**src/rtl/layer_ctl_gen.sv**
```systemverilog
// Command/data byte decoder for the LED cube SPI stream.
// Ports: byte stream in (dc/cs/strobe/data); RAM strobes, address, lanes, frame/err status out.
module layer_ctl_gen #(
  parameter int          LAYERS       = 8,
  parameter int          PIXELS       = 64,
  parameter int          COLORS       = 3,
  parameter logic [7:0]  CMD_CONF_WR  = 8'h2a,
  parameter logic [7:0]  CMD_ADDR_WR  = 8'h2b,
  parameter logic [7:0]  CMD_DATA_WR  = 8'h2c,
  parameter logic [7:0]  CMD_LAYER_WR = 8'h2d,
  localparam int         ADDR_W       = (PIXELS > 1) ? $clog2(PIXELS) : 1
) (
  input  logic              clk_in,
  input  logic              rst_n_in,
  input  logic              dc_in,
  input  logic              spi_cs_n_in,
  input  logic              byte_rdy_in,
  input  logic [7:0]        byte_data_in,
  output logic [LAYERS-1:0] wr_en_out,
  output logic [ADDR_W-1:0] wr_addr_out,
  output logic [COLORS+1:0] byte_en_out,
  output logic              frame_rdy_out,
  output logic              err_out,
  output logic [7:0]        frame_cnt_out
);

  localparam int BW = COLORS + 2;
  localparam logic [BW-1:0] LANE_CONF = BW'(1) << (COLORS + 1);
  localparam logic [BW-1:0] LANE_ADDR = BW'(1) << COLORS;
  localparam logic [BW-1:0] LANE_TOP  = BW'(1) << (COLORS - 1);
  localparam logic [ADDR_W-1:0] LAST_ADDR = ADDR_W'(PIXELS - 1);
  localparam logic [LAYERS-1:0] MASK_TOP  = LAYERS'(1) << (LAYERS - 1);

  typedef enum logic [2:0] {
    S_IDLE, S_CONF, S_ADDR, S_DATA, S_LSEL, S_LDATA, S_DONE
  } state_e;

  state_e            state_q, state_d;
  logic [LAYERS-1:0] mask_q, mask_d;
  logic [ADDR_W-1:0] addr_q, addr_d;
  logic [BW-1:0]     ben_q, ben_d;
  logic              frdy_q, frdy_d;
  logic              err_q, err_d;
  logic [7:0]        fcnt_q, fcnt_d;
  logic              cs_q;

  logic cs_fall, is_cmd, is_dat, wr_state, addr_last;

  assign cs_fall   = cs_q & ~spi_cs_n_in;
  assign is_cmd    = byte_rdy_in & ~dc_in;
  assign is_dat    = byte_rdy_in & dc_in;
  assign addr_last = (addr_q == LAST_ADDR);
  assign wr_state  = (state_q == S_CONF) | (state_q == S_ADDR) |
                     (state_q == S_DATA) | (state_q == S_LDATA);

  // A byte that arrives with the cs falling edge is dropped.
  assign wr_en_out = mask_q &
    {LAYERS{is_dat & ~cs_fall & wr_state}};

  always_comb begin
    state_d = state_q;
    mask_d  = mask_q;
    addr_d  = addr_q;
    ben_d   = ben_q;
    err_d   = err_q;
    frdy_d  = 1'b0;
    fcnt_d  = fcnt_q;
    if (cs_fall) begin
      state_d = S_IDLE;
      mask_d  = '0;
      addr_d  = '0;
      ben_d   = '0;
      err_d   = 1'b0;
    end else if (is_cmd) begin
      addr_d = '0;
      unique case (1'b1)
        (byte_data_in == CMD_CONF_WR): begin
          state_d = S_CONF;
          mask_d  = '1;
          ben_d   = LANE_CONF;
        end
        (byte_data_in == CMD_ADDR_WR): begin
          state_d = S_ADDR;
          mask_d  = '1;
          ben_d   = LANE_ADDR;
        end
        (byte_data_in == CMD_DATA_WR): begin
          state_d = S_DATA;
          mask_d  = MASK_TOP;
          ben_d   = LANE_TOP;
        end
        (byte_data_in == CMD_LAYER_WR): begin
          state_d = S_LSEL;
          mask_d  = '0;
          ben_d   = '0;
        end
        default: begin
          state_d = S_IDLE;
          mask_d  = '0;
          ben_d   = '0;
        end
      endcase
    end else if (is_dat) begin
      unique case (state_q)
        S_CONF, S_ADDR: begin
          if (addr_last) begin
            state_d = S_IDLE;
            mask_d  = '0;
            addr_d  = '0;
            ben_d   = '0;
          end else begin
            addr_d = addr_q + ADDR_W'(1);
          end
        end
        S_DATA, S_LDATA: begin
          if (ben_q[0]) begin
            ben_d  = LANE_TOP;
            addr_d = addr_last ? '0 : addr_q + ADDR_W'(1);
            if (addr_last) begin
              // Full frame walks layers top-down.
              if (state_q == S_DATA && !mask_q[0]) begin
                mask_d = mask_q >> 1;
              end else begin
                state_d = S_DONE;
                mask_d  = '0;
                ben_d   = '0;
                frdy_d  = 1'b1;
                fcnt_d  = fcnt_q + 8'd1;
              end
            end
          end else begin
            ben_d = ben_q >> 1;
          end
        end
        S_LSEL: begin
          if (32'(byte_data_in) < 32'(LAYERS)) begin
            state_d = S_LDATA;
            mask_d  = LAYERS'(1) << byte_data_in;
            ben_d   = LANE_TOP;
          end else begin
            state_d = S_IDLE;
            err_d   = 1'b1;
          end
        end
        default: err_d = 1'b1;
      endcase
    end
  end

  always_ff @(posedge clk_in or negedge rst_n_in) begin
    if (!rst_n_in) begin
      state_q <= S_IDLE;
      mask_q  <= '0;
      addr_q  <= '0;
      ben_q   <= '0;
      frdy_q  <= 1'b0;
      err_q   <= 1'b0;
      fcnt_q  <= '0;
      cs_q    <= 1'b1;
    end else begin
      state_q <= state_d;
      mask_q  <= mask_d;
      addr_q  <= addr_d;
      ben_q   <= ben_d;
      frdy_q  <= frdy_d;
      err_q   <= err_d;
      fcnt_q  <= fcnt_d;
      cs_q    <= spi_cs_n_in;
    end
  end

  assign wr_addr_out   = addr_q;
  assign byte_en_out   = ben_q;
  assign frame_rdy_out = frdy_q;
  assign err_out       = err_q;
  assign frame_cnt_out = fcnt_q;

endmodule

```
**config.mk**
```make
export PLATFORM = sky130hd
export DESIGN_NAME = layer_ctl_gen
export DESIGN_NICKNAME = d
export VERILOG_FILES = /design/src/rtl/layer_ctl_gen.sv
export SDC_FILE = /design/constraint.sdc
export NUM_CORES = 1
export LEC_CHECK = 0
export CAP_MARGIN = 30
export CORE_MARGIN = 2
export CORE_UTILIZATION = 30
export DETAILED_ROUTE_END_ITERATION = 10
export PLACE_DENSITY = 0.53
export SLEW_MARGIN = 20
export SYNTH_ARGS = -nofsm -noshare
export SYNTH_HDL_FRONTEND = slang
export SYNTH_SLANG_ARGS = --single-unit
```
**constraint.sdc**
```tcl
create_clock -name clk_in -period 5.92 [get_ports clk_in]
set_input_delay 1.184 -clock clk_in [delete_from_list [all_inputs] [get_ports clk_in]]
set_output_delay 1.184 -clock clk_in [all_outputs]
set_load 0.05 [all_outputs]
```
==> results.sh, run 1 <==
export IMPL_die_w_um=86.4
export IMPL_end_kind="output pin"
export IMPL_p_clk_share_pct=35.2
export IMPL_cp_top_family="buffers and inverters"
export IMPL_die_y_um=86.4
export IMPL_cp_num_buf_inv=2
export IMPL_cts_num_sinks=33
export IMPL_share_comb_of_total_power_pct=23.0
export IMPL_drc=0
export IMPL_ioPinCount=42
export IMPL_p_leak_nw=1.11
export IMPL_dpl_hpwl_mm=3.78
export IMPL_grt_antenna_before_repair=0
export IMPL_p_switching_mw=0.192
export IMPL_cts_hold_fix_buffers=0
export IMPL_ys_warn_count=0
export IMPL_gp_congestion=0.817
export IMPL_max_vdd_ir_drop_mv=0.0979
export IMPL_worstPathRequired_ns=4.74
export IMPL_totalWireLength_mm=5.15
export IMPL_finalMaxSlewViolations=0
export IMPL_drive_above_1_share_pct=12.5
export IMPL_period_needed_ns=4.68
export IMPL_max_freq_ghz=0.214
export IMPL_start_util_pct=30.4
export IMPL_sw_frac_of_total_pct=30.5
export IMPL_tns_ns=0
export IMPL_seq_power_share_pct=41.8
export IMPL_postSynthCellCount=211
export IMPL_internal_power_mw=0.437
export IMPL_hp_class="register to register"
export IMPL_skew_ns=0.00267
export IMPL_cp_arrival_ns=3.49
export IMPL_syn_nets=226
export IMPL_antenna_cells=0
export IMPL_syn_area_um2=2030
export IMPL_io_buffers=41
export IMPL_fin_nets=269
export IMPL_fp_coreArea_um2=6680
export IMPL_slowest_delay_ns=0.80
export IMPL_vias=1757
export IMPL_firstDrtPassIters=4
export IMPL_power_mw=0.629
export IMPL_cts_resized=0
export IMPL_setup_viol=0
export IMPL_worst_path_max_fanout=9
export IMPL_cp_start_kind="input port"
export IMPL_h_tree_depth=2
export IMPL_worst_path_most_repeated_cell="clkdlybuf4s50_1"
export IMPL_syn2layout_area_growth_pct=30.6
export IMPL_p_per_area_nw_per_um2=237
export IMPL_tightest_slew_ns=0.631
export IMPL_pre_cts_slack_ns=1.25
export IMPL_clock_path_buffers=2
export IMPL_drt_iter0_drc=87
export IMPL_grt_pass1_wl_mm=8.64
export IMPL_cts_buffers=5
export IMPL_clk_pin_slew_ns=0.07
export IMPL_grt_max_degree=34
export IMPL_insertion_delay_ns=0.28
export IMPL_status="completed"
export IMPL_crit_type="input port to output pin"
export IMPL_cts_tree="done"
export IMPL_final_common_cell="clkdlybuf4s50_1"
export IMPL_viasPerCell=5.24
export IMPL_syn_avg_cell_area_um2=9.64
export IMPL_mostFrequentLayoutCells="41 x clkdlybuf4s50_1, 32 x dfrtp_1, 15 x nand2_1, 14 x nor2_1"
export IMPL_yosysSeqAreaShare_pct=40.7
export IMPL_grt_pass1_vias=1737
export IMPL_synth_cell_types=48
export IMPL_track_usage_pct=14.7
export IMPL_finalCritPeriodShare_pct=79.0
export IMPL_synth_edff_count=0
export IMPL_rsz0062_at_grt="no"
export IMPL_max_cap_violations=0
export IMPL_synth_flop_cell="dfrtp_1"
export IMPL_fin_ws_ns=1.24
export IMPL_cts_root_buf="clkbuf_8"
export IMPL_hold_violations=0
export IMPL_grt_ovfl_total=0
export IMPL_slowest_stage="clkdlybuf4s50_1"
export IMPL_timing_critical_path_cells="clkdlybuf4s50_1 > nand3_1 > nor2_1 > and2_1 > clkdlybuf4s50_1"
export IMPL_slew_headroom_pct=57.3
export IMPL_rows=30
export IMPL_cts_setup_buffers=0
export IMPL_ant_nets=0
export IMPL_die_area_um2=7460
export IMPL_async_reset_ff_share_pct=100
export IMPL_wire_per_inst_um=15.4
export IMPL_synth_seq_cells=33
## power by group through the flow
stage                     Combinational [mW]  Sequential [mW]  Clock [mW]
final                                  0.145            0.263       0.221
after global routing                   0.156            0.267       0.238
after CTS                              0.145            0.263       0.230
after detailed placement               0.145            0.267           0
after global placement                 0.145            0.267           0
after floorplan                       0.0623            0.296           0
## cells in the mapped netlist (2+ instances only)
| library cell | n | area (um2) |
|---|---|---|
| nor2b_1 | 5 | 31.3 |
| nand3_1 | 13 | 65.1 |
| nor2_1 | 14 | 52.6 |
| mux2i_1 | 5 | 50.1 |
| and3b_1 | 3 | 26.3 |
| nor3b_1 | 2 | 15.0 |
| o22ai_1 | 3 | 18.8 |
| mux2_2 | 13 | 146 |
| a41oi_1 | 2 | 17.5 |
| and2_1 | 10 | 62.6 |
| nand2_1 | 15 | 56.3 |
| xor2_1 | 2 | 17.5 |
| xnor2_1 | 8 | 70.1 |
| a31oi_1 | 2 | 12.5 |
| nand2b_1 | 5 | 31.3 |
| clkbuf_1 | 8 | 30.0 |
| or4_1 | 2 | 15.0 |
| a21o_1 | 2 | 15.0 |
| a21oi_1 | 8 | 40.0 |
| nor4_1 | 4 | 25.0 |
| buf_2 | 2 | 10.0 |
| and3_1 | 7 | 43.8 |
| or3_1 | 2 | 12.5 |
| nor3_1 | 5 | 25.0 |
| dfrtp_1 | 32 | 801 |
| inv_1 | 4 | 15.0 |
| o21ai_0 | 5 | 25.0 |
| ha_1 | 2 | 25.0 |
| a221oi_1 | 7 | 61.3 |
## through the flow
stage               util [%]  hold WS [ns]  cells  instance area, um2
finish                  39.8         0.476    335                2660
global route            39.8         0.511    335                2660
CTS                     39.7         0.481    334                2650
detailed placement      37.9         0.471    326                2530
global placement        37.9         0.468    326                2530
floorplan                  -         0.495    211                2030
## routing by layer
metal  vias up  routed length [um]  share of wire (%)  global-route usage [%]
li1        868                   -                  -                       -
met1       857                2560                 50                    20.7
met2        28                2360                 46                    22.4
met3         4                 161                3.1                    3.14
met4         0                  59                1.1                    4.69
met5         -                   0                  0                       0
## layout make-up
cell class / instances / area, um2
multi-input combinational: 164 / 1150
sequential: 33 / 827
timing repair buffer: 46 / 445
clock buffer: 7 / 86.3
fill: 686 / 4030
inverter: 4 / 15.0
clock inverter: 1 / 30.0
tap: 80 / 100
## registers in the layout, indices dropped and copies added (netlist names)
signal / count
frame_rdy_out: 1
err_out: 1
cs_q: 1
byte_en_out: 5
mask_q: 8
wr_addr_out: 6
state_q: 3
frame_cnt_out: 8
## cells by family after synthesis
logic type	Yosys count	share of synthesized area, %
XOR/XNOR	10	4.31
buffers and inverters	14	2.71
multiplexers	18	9.66
AND/OR/NAND/NOR	94	25.6
adder cells (fa/ha/maj)	2	1.23
flip-flops	33	40.7
AO/OA/AOI/OAI	40	15.8
## path summary, 6_finish.rpt
check	startpoint	to	slack, ns	cells after the start
max in group asynchronous	rst_n_in	cs_q	4.28	2
worst min register to register	frame_cnt_out[7]	frame_cnt_out[7]	0.48	1
min in group asynchronous	rst_n_in	frame_cnt_out[7]	1.31	2
worst max-delay path	dc_in	wr_en_out[1]	1.24	5
worst min-delay path	frame_cnt_out[7]	frame_cnt_out[7]	0.48	1
worst max register to register	cs_q	byte_en_out[2]	3.61	6
## worst reg2reg max path, cell delays in order, from the launching register on
cell,delay (ns)
dfstp_2,0.37
nor2b_1,0.11
buf_4,0.19
nor2_2,0.42
nand2_1,0.19
o32ai_2,0.53
mux2_2,0.39
Note: power is estimated with default switching activity, not from simulation.
==> run 2, diff against run 1 <==
- clock period: 5.92 -> 4.4 ns (I/O delays scaled with it)
==> run 2 against run 1 <==
Worst hold slack worse by 0.0056 ns. Global-route usage is 0.097 points lower. First-iteration DRC count is 24% higher. Clock power is 37% higher. Wire length is 1.9% lower. Die area stayed put. Critical path depth is 1 higher. Combinational power is 34% higher. Design area hardly changed. Critical path type unchanged.
==> results.sh, run 2 (synthesis results as in run 1) <==
export IMPL_status="completed"
export IMPL_die_area_um2=7460
export IMPL_ioPinCount=42
export IMPL_cts_resized=0
export IMPL_cp_num_buf_inv=2
export IMPL_max_cap_violations=0
export IMPL_tightest_slew_ns=0.892
export IMPL_grt_antenna_before_repair=0
export IMPL_num_fill_cells=684
export IMPL_track_usage_pct=14.6
export IMPL_cp_start_kind="input port"
export IMPL_p_per_area_nw_per_um2=320
export IMPL_drive_above_1_share_pct=12.5
export IMPL_antenna_cells=0
export IMPL_cts_buffers=5
export IMPL_p_clk_share_pct=35.6
export IMPL_tns_ns=0
export IMPL_finalMaxSlewViolations=0
export IMPL_hp_class="register to register"
export IMPL_end_kind="output pin"
export IMPL_slew_headroom_pct=40.1
export IMPL_slowest_delay_ns=0.80
export IMPL_skew_ns=0.00545
export IMPL_setup_viol=0
export IMPL_max_vdd_ir_drop_mv=0.159
export IMPL_clk_pin_slew_ns=0.07
export IMPL_crit_type="input port to output pin"
export IMPL_internal_power_mw=0.588
export IMPL_cts_hold_fix_buffers=0
export IMPL_totalWireLength_mm=5.05
export IMPL_grt_pass1_vias=1717
export IMPL_min_delay_path_depth=1
export IMPL_grt_pass1_wl_mm=8.60
export IMPL_grt_max_degree=34
export IMPL_vias=1780
export IMPL_period_needed_ns=3.97
export IMPL_io_buffers=41
export IMPL_grt_ovfl_total=0
export IMPL_slowest_stage="clkdlybuf4s50_1"
export IMPL_seq_power_share_pct=41.6
export IMPL_start_util_pct=30.4
export IMPL_p_leak_nw=1.11
export IMPL_worstPathRequired_ns=3.52
export IMPL_rows=30
export IMPL_power_mw=0.851
export IMPL_hold_violations=0
export IMPL_fin_nets=269
export IMPL_crit_cells=6
export IMPL_ant_nets=0
export IMPL_cts_tree="done"
export IMPL_worst_path_max_fanout=8
export IMPL_share_comb_of_total_power_pct=22.9
export IMPL_rsz0062_at_grt="no"
export IMPL_wire_per_inst_um=15.1
export IMPL_cp_arrival_ns=3.09
export IMPL_die_y_um=86.4
export IMPL_max_freq_ghz=0.252
export IMPL_cts_num_sinks=33
export IMPL_syn2layout_area_growth_pct=30.7
export IMPL_gp_congestion=0.809
export IMPL_cts_root_buf="clkbuf_8"
export IMPL_final_common_cell="clkdlybuf4s50_1"
export IMPL_r2r_cells=6
export IMPL_dpl_hpwl_mm=3.74
export IMPL_clock_path_buffers=2
export IMPL_finalCritPeriodShare_pct=90.2
export IMPL_h_tree_depth=2
export IMPL_drc=0
export IMPL_viasPerCell=5.31
export IMPL_fp_coreArea_um2=6680
export IMPL_insertion_delay_ns=0.29
export IMPL_die_w_um=86.4
export IMPL_timing_critical_path_cells="clkdlybuf4s50_1 > nand2b_1 > nand3_1 > nor2_1 > and2_1 > clkdlybuf4s50_1"
export IMPL_mostFrequentLayoutCells="41 x clkdlybuf4s50_1, 32 x dfrtp_1, 15 x nand2_1, 14 x nor2_1"
export IMPL_drt_iter0_drc=108
export IMPL_firstDrtPassIters=4
export IMPL_p_switching_mw=0.263
export IMPL_cp_top_family="buffers and inverters"
export IMPL_worst_path_most_repeated_cell="clkdlybuf4s50_1"
export IMPL_cts_setup_buffers=0
export IMPL_sw_frac_of_total_pct=30.9
## run 2: cell types whose count changed in the layout (fill, tap and decap cells not counted)
cell / before / now
buf_4: 4 / 5
clkbuf_2: 1 / 0
## run 2: worst register-to-register path, stage by stage, from the launching register on
cell	delay (ns)
dfstp_2	0.37
nor2b_1	0.11
buf_4	0.18
nor2_2	0.40
nand2_1	0.19
o32ai_2	0.52
mux2_2	0.40
## run 2: final timing paths
| kind | start | endpoint | slack (ns) |
|---|---|---|---|
| max | spi_cs_n_in | wr_en_out[0] | 0.43 |
| min | frame_cnt_out[7] | frame_cnt_out[7] | 0.47 |
| max reg2reg | cs_q | byte_en_out[3] | 2.11 |
| min reg2reg | frame_cnt_out[7] | frame_cnt_out[7] | 0.47 |
| max in group asynchronous | rst_n_in | cs_q | 3.07 |
| min in group asynchronous | rst_n_in | frame_cnt_out[5] | 0.99 |
## run 2: area by class of cell
class	count	area, um2	share of cell area [%]
clock buffer	7	86.3	3.25
tap	80	100	3.76
clock inverter	1	30.0	1.13
sequential	33	827	31.1
multi-input combinational	164	1150	43.3
timing repair buffer	46	448	16.8
inverter	4	15.0	0.565
## run 2: metrics by stage
stage	instance area, um2	hold WS, ns	instances	util (%)	setup WS, ns
after floorplan	2030	0.495	211	-	1.65
after global placement	2540	0.467	327	38.1	0.392
after detailed placement	2540	0.471	327	38.1	0.379
after CTS	2660	0.481	335	39.8	0.369
after global routing	2660	0.509	335	39.8	0.248
final	2660	0.470	335	39.8	0.432
## run 2: power groups by stage
stage / combinational, mW / clock, mW / sequential [mW]
3_3_place_gp: 0.196 / 0 / 0.360
2_1_floorplan: 0.0838 / 0 / 0.399
6_report: 0.195 / 0.303 / 0.353
4_1_cts: 0.197 / 0.314 / 0.353
5_1_grt: 0.210 / 0.326 / 0.358
3_5_place_dp: 0.196 / 0 / 0.359
## run 2: layer usage
layer / GRT usage, % / vias up / wire length, um / part of all wire (%)
met5: 0 / - / 0 / 0
met4: 4.69 / 0 / 65 / 1.3
met3: 3.43 / 7 / 232 / 4.6
met2: 22.2 / 44 / 2360 / 47
met1: 20.4 / 860 / 2390 / 47
li1: - / 869 / - / -
